==> src/rtl/ic163_chain_ctrl_pkg.sv <==
// Shared types and constants for the 74x163 counter-chain controller.
// Defines the FSM state encoding, the width of one counter slice and the mode encodings.
package ic163_pkg;

   localparam int STAGE_W = 4;

   localparam logic MODE_ONESHOT  = 1'b0;
   localparam logic MODE_PERIODIC = 1'b1;

   typedef enum logic [2:0] {
      ST_CLEAR = 3'd0,
      ST_IDLE  = 3'd1,
      ST_LOAD  = 3'd2,
      ST_RUN   = 3'd3,
      ST_HOLD  = 3'd4
   } state_t;

endpackage

==> src/rtl/ic163_chain_ctrl.sv <==
// Sequencer for a cascade of 74x163 counters used as a divider/timer; drives the chain pins from state.
// tick/done are registered pulses one cycle after terminal count; config is accepted only in IDLE.
module ic163_chain_ctrl
   import ic163_pkg::*;
#(
   parameter int  STAGES = 2,
   localparam int W      = STAGE_W * STAGES
) (
   input  logic         clk,
   input  logic         clr,
   input  logic         cfg_valid,
   output logic         cfg_ready,
   input  logic [W-1:0] cfg_preset,
   input  logic         cfg_periodic,
   input  logic         start,
   input  logic         stop,
   output logic         busy,
   output logic         tick,
   output logic         done,
   output logic         cnt_clr_n,
   output logic         cnt_ld_n,
   output logic         cnt_enp,
   output logic         cnt_ent,
   output logic [W-1:0] cnt_d,
   input  logic         cnt_rco
);

   state_t       state;
   state_t       state_nxt;
   logic [W-1:0] preset_q;
   logic         periodic_q;
   logic         clr_q;
   logic         term_hit;
   logic         cfg_take;

   assign term_hit = (state == ST_RUN) && cnt_rco;
   assign cfg_take = cfg_valid && cfg_ready;

   assign cfg_ready = (state == ST_IDLE);
   assign busy      = (state != ST_IDLE);
   assign cnt_clr_n = (state != ST_CLEAR);
   assign cnt_enp   = (state == ST_RUN);
   assign cnt_ent   = (state == ST_RUN);
   // The terminal edge reloads instead of wrapping, so the count never passes through zero.
   assign cnt_ld_n  = !((state == ST_LOAD) || term_hit);
   assign cnt_d     = preset_q;

   always_comb begin
      state_nxt = state;
      unique case (state)
         // clr_q stretches CLEAR by one cycle after a reset release; an abort gets a single CLEAR cycle.
         ST_CLEAR: if (!clr_q) state_nxt = ST_IDLE;
         ST_IDLE:  if (start && !stop) state_nxt = ST_LOAD;
         ST_LOAD:  state_nxt = ST_RUN;
         ST_RUN: begin
            if (term_hit && (periodic_q == MODE_ONESHOT)) state_nxt = ST_IDLE;
            else if (stop)                                 state_nxt = ST_HOLD;
         end
         ST_HOLD: begin
            if (stop)       state_nxt = ST_CLEAR;
            else if (start) state_nxt = ST_RUN;
         end
         default:  state_nxt = ST_CLEAR;
      endcase
   end

   always_ff @(posedge clk) begin
      if (clr) begin
         state      <= ST_CLEAR;
         preset_q   <= '0;
         periodic_q <= MODE_ONESHOT;
         clr_q      <= 1'b1;
         tick       <= 1'b0;
         done       <= 1'b0;
      end else begin
         state <= state_nxt;
         clr_q <= 1'b0;
         tick  <= term_hit;
         done  <= term_hit && (periodic_q != MODE_PERIODIC);
         // New config and a simultaneous start land on the same edge, so LOAD sees the new preset.
         if (cfg_take) begin
            preset_q   <= cfg_preset;
            periodic_q <= cfg_periodic;
         end
      end
   end

   a_tick_src: assert property (@(posedge clk) disable iff (clr)
      tick |-> $past((state == ST_RUN) && cnt_rco));

   a_done_with_tick: assert property (@(posedge clk) disable iff (clr)
      done |-> tick);

   a_hold_frozen: assert property (@(posedge clk) disable iff (clr)
      (state == ST_HOLD) |-> (cnt_ld_n && !cnt_enp && !cnt_ent && cnt_clr_n));

endmodule

==> config.mk <==
export PLATFORM = sky130hd
export DESIGN_NAME = ic163_chain_ctrl
export DESIGN_NICKNAME = d
export VERILOG_FILES = /design/src/rtl/ic163_chain_ctrl_pkg.sv /design/src/rtl/ic163_chain_ctrl.sv
export SDC_FILE = /design/constraint.sdc
export NUM_CORES = 1
export LEC_CHECK = 0
export BUFFER_PORTS_ARGS = -buffer_cell sky130_fd_sc_hd__buf_2
export CAP_MARGIN = 40
export CORE_MARGIN = 10
export CORE_UTILIZATION = 40
export DETAILED_ROUTE_END_ITERATION = 16
export PLACE_DENSITY = 0.81
export SLEW_MARGIN = 10
export SYNTH_ARGS = -nofsm -noshare
export SYNTH_HDL_FRONTEND = slang
export SYNTH_SLANG_ARGS = --single-unit
==> constraint.sdc <==
create_clock -name clk -period 1.9 [get_ports clk]
set_input_delay 0.19 -clock clk [delete_from_list [all_inputs] [get_ports clk]]
set_output_delay 0.19 -clock clk [all_outputs]
set_load 0.01 [all_outputs]
==> impl_metrics.json <==
{
  "io_pins": 31,
  "wl_met3_um": 82,
  "ys_top_cells_by_area": "dfxtp_1 (46%), nand2_1 (11%), a21oi_1 (7.7%), buf_4 (2.3%), nand3b_1 (2.3%)",
  "synth_largest_area_cell": "dfxtp_1",
  "timing.final.setup_violations": 0,
  "crit_path_start_kind": "flip-flop",
  "p_sw_frac": 0.274,
  "tritoncts": "yes",
  "synth.most_common_cell": "nand2_1",
  "synth_area_um2": 653,
  "end_kind": "output pin",
  "synth_flop_cell": "dfxtp_1",
  "finClkSkew_ps": 2.42,
  "setup_tns_ps": 0,
  "drt-met1-wl_um": 662,
  "slew_viol_final": 0,
  "ys.warnings.count": 0,
  "finalHoldViolCount": 0,
  "grt_pass1_wl_mm": 2.46,
  "design.die.area_um2": 3650,
  "dr.max_layer_used": "met4",
  "rsz0062_at_grt": "no",
  "worstReg2RegEnd": "cnt_d[1]",
  "area_delta_synth_final_pct": 26.4,
  "syn_inst": 79,
  "maxCapViolCount": 0,
  "synth.distinct_cells": 26,
  "coreArea_um2": 1520,
  "drive_above_1_share": 0.343,
  "first_global_vias": 557,
  "ctsResizeCount": 0,
  "dieHeight_um": 60.4,
  "drt_iter0_markers": 9,
  "async_flop_share": 0,
  "worst_pin_slew_ps": 382,
  "comb_power_share": 0.182,
  "fmax_ghz": 0.638,
  "track_usage": 0.0838,
  "fin_crit_ps": 1570,
  "clkPwrFrac": 0.277,
  "wl_per_cell_um": 13.0,
  "seqPwrFrac": 0.541,
  "cts_num_sinks": 15,
  "drc": 0,
  "grt_overflow_total": 0,
  "antenna_left": 0,
  "syn-num-nets": 94,
  "startpoint": "state[0]",
  "hpwl_mm": 1.27,
  "ir_drop_mv": 0.354,
  "crit_type": "reg2out",
  "p_switching_uw": 175,
  "arrival_ps": 1380,
  "die_x_um": 60.4,
  "worstReg2RegStart": "state[0]",
  "avgSynthCellArea_um2": 8.27,
  "antennaDiodeCount": 0,
  "synth-seq-area-share": 0.460,
  "place_area_um2": 798,
  "dp_cells": 120,
  "ys_ff_latch": 15,
  "place_congestion": 0.707,
  "cts_root_buffer": "clkbuf_4",
  "start_util": 0.429,
  "postCtsHoldBufs": 0,
  "power_density_nw_per_um2": 775,
  "crit_end": "cfg_ready",
  "status": "complete, no violations",
  "vias": 619,
  "fin_nets": 124,
  "hp-class": "in2reg",
  "met2_length_um": 854,
  "grt_max_degree": 17,
  "io_buffer_count": 30,
  "cts.path.max_buffers": 2,
  "clkLatencyLatePin_ps": 280,
  "fill_cells": 145,
  "power.internal_uw": 465,
  "numCtsBuffers": 3,
  "r2r_setup_slack_ps": 650,
  "fin_area_um2": 826,
  "antenna_found_initial": 0,
  "htreeDepth": 1,
  "vias_per_cell": 4.99,
  "critPathRequiredTime_ps": 1710,
  "worstPathMaxFanout": 11,
  "finalCritPeriodShare": 0.826,
  "fin_cells": 124,
  "yosys.area.top_type_share": 0.460,
  "dr.pass1.iters": 4,
  "cts_setup_buffers": 0,
  "clk_pin_slew_worst_paths_ps": 90,
  "synth_edf_count": 0,
  "totalWireLength_mm": 1.61,
  "ff2ff_path_depth": 4,
  "num_rows": 14,
  "leakagePower_uw": 0.000386,
  "slew_headroom": 0.744,
  "yosys-top-cells-count": "nand2_1 (20), dfxtp_1 (15), a21oi_1 (10), inv_1 (3)"
}
[stage by stage]
stage          setup WS, ps   util  hold WS [ps]  power, uW
2_1_floorplan           749      -           218        425
3_3_place_gp            666  0.524           432        469
3_5_place_dp            643  0.524           437        472
4_1_cts                 333  0.542           130        648
5_1_grt                 277  0.542           145        670
6_report                331  0.542           138        640
[how the worst min path moves through the flow]
stage / start / end / slack (ps) / cells past startpoint
6_report: cfg_periodic / periodic_q / 140 / 3
3_5_place_dp: cfg_periodic / periodic_q / 440 / 3
2_1_floorplan: clr / clr_q / 220 / 0
4_1_cts: cfg_periodic / periodic_q / 130 / 3
3_3_place_gp: cfg_preset[7] / cnt_d[7] / 430 / 3
5_1_grt: cfg_periodic / periodic_q / 140 / 3
[routing by layer]
layer  GRT usage  up-vias
met5           0        -
met3      0.0167        2
met2       0.147       11
li1            -      327
met1      0.0954      279
met4      0.0376        0
[flip-flops by register name, summed over array words and instances (netlist names)]
register    flops
clr_q           1
cnt_d           8
done            1
periodic_q      1
state           3
tick            1
[cell families (layout without fill, tap and decap cells)]
logic type      Yosys count  in the layout  synth area share
simple gates             38             38             0.318
buf+inv                   9             38            0.0670
flops                    15             15             0.460
compound gates           17             17             0.155
[cell type report]
cell class                      count  area [um^2]  area share
Clock inverter                      1         5.00     0.00606
Clock buffer                        3         22.5      0.0273
Multi-Input combinational cell     55          309       0.374
Sequential cell                    15          300       0.364
Timing Repair Buffer               31          158       0.191
Tap cell                           16         20.0      0.0242
Inverter                            3         11.3      0.0136
[power by group through the flow]
stage               sequential, uW  clock, uW  combinational (uW)
floorplan                      349          0                75.8
global placement               352          0                 117
detailed placement             353          0                 118
CTS                            346        183                 119
global route                   348        191                 130
finish                         346        177                 117
[critical path, cell delays in order, from the launching register on]
cell	delay (ps)
dfxtp_1	500
or3b_4	430
inv_1	60
buf_2	120
[cell usage in the layout (no fill, tap or decap), drive strengths merged, types with 2 or more instances in the layout]
master,n
nand2b,2
nor3b,2
nand2,20
inv,3
nand3b,2
buf,31
nor3,2
nor2,2
dfxtp,15
nor2b,2
clkbuf,3
a21oi,10
o21bai,2
No activity file was read; power rests on OpenSTA's default activity.
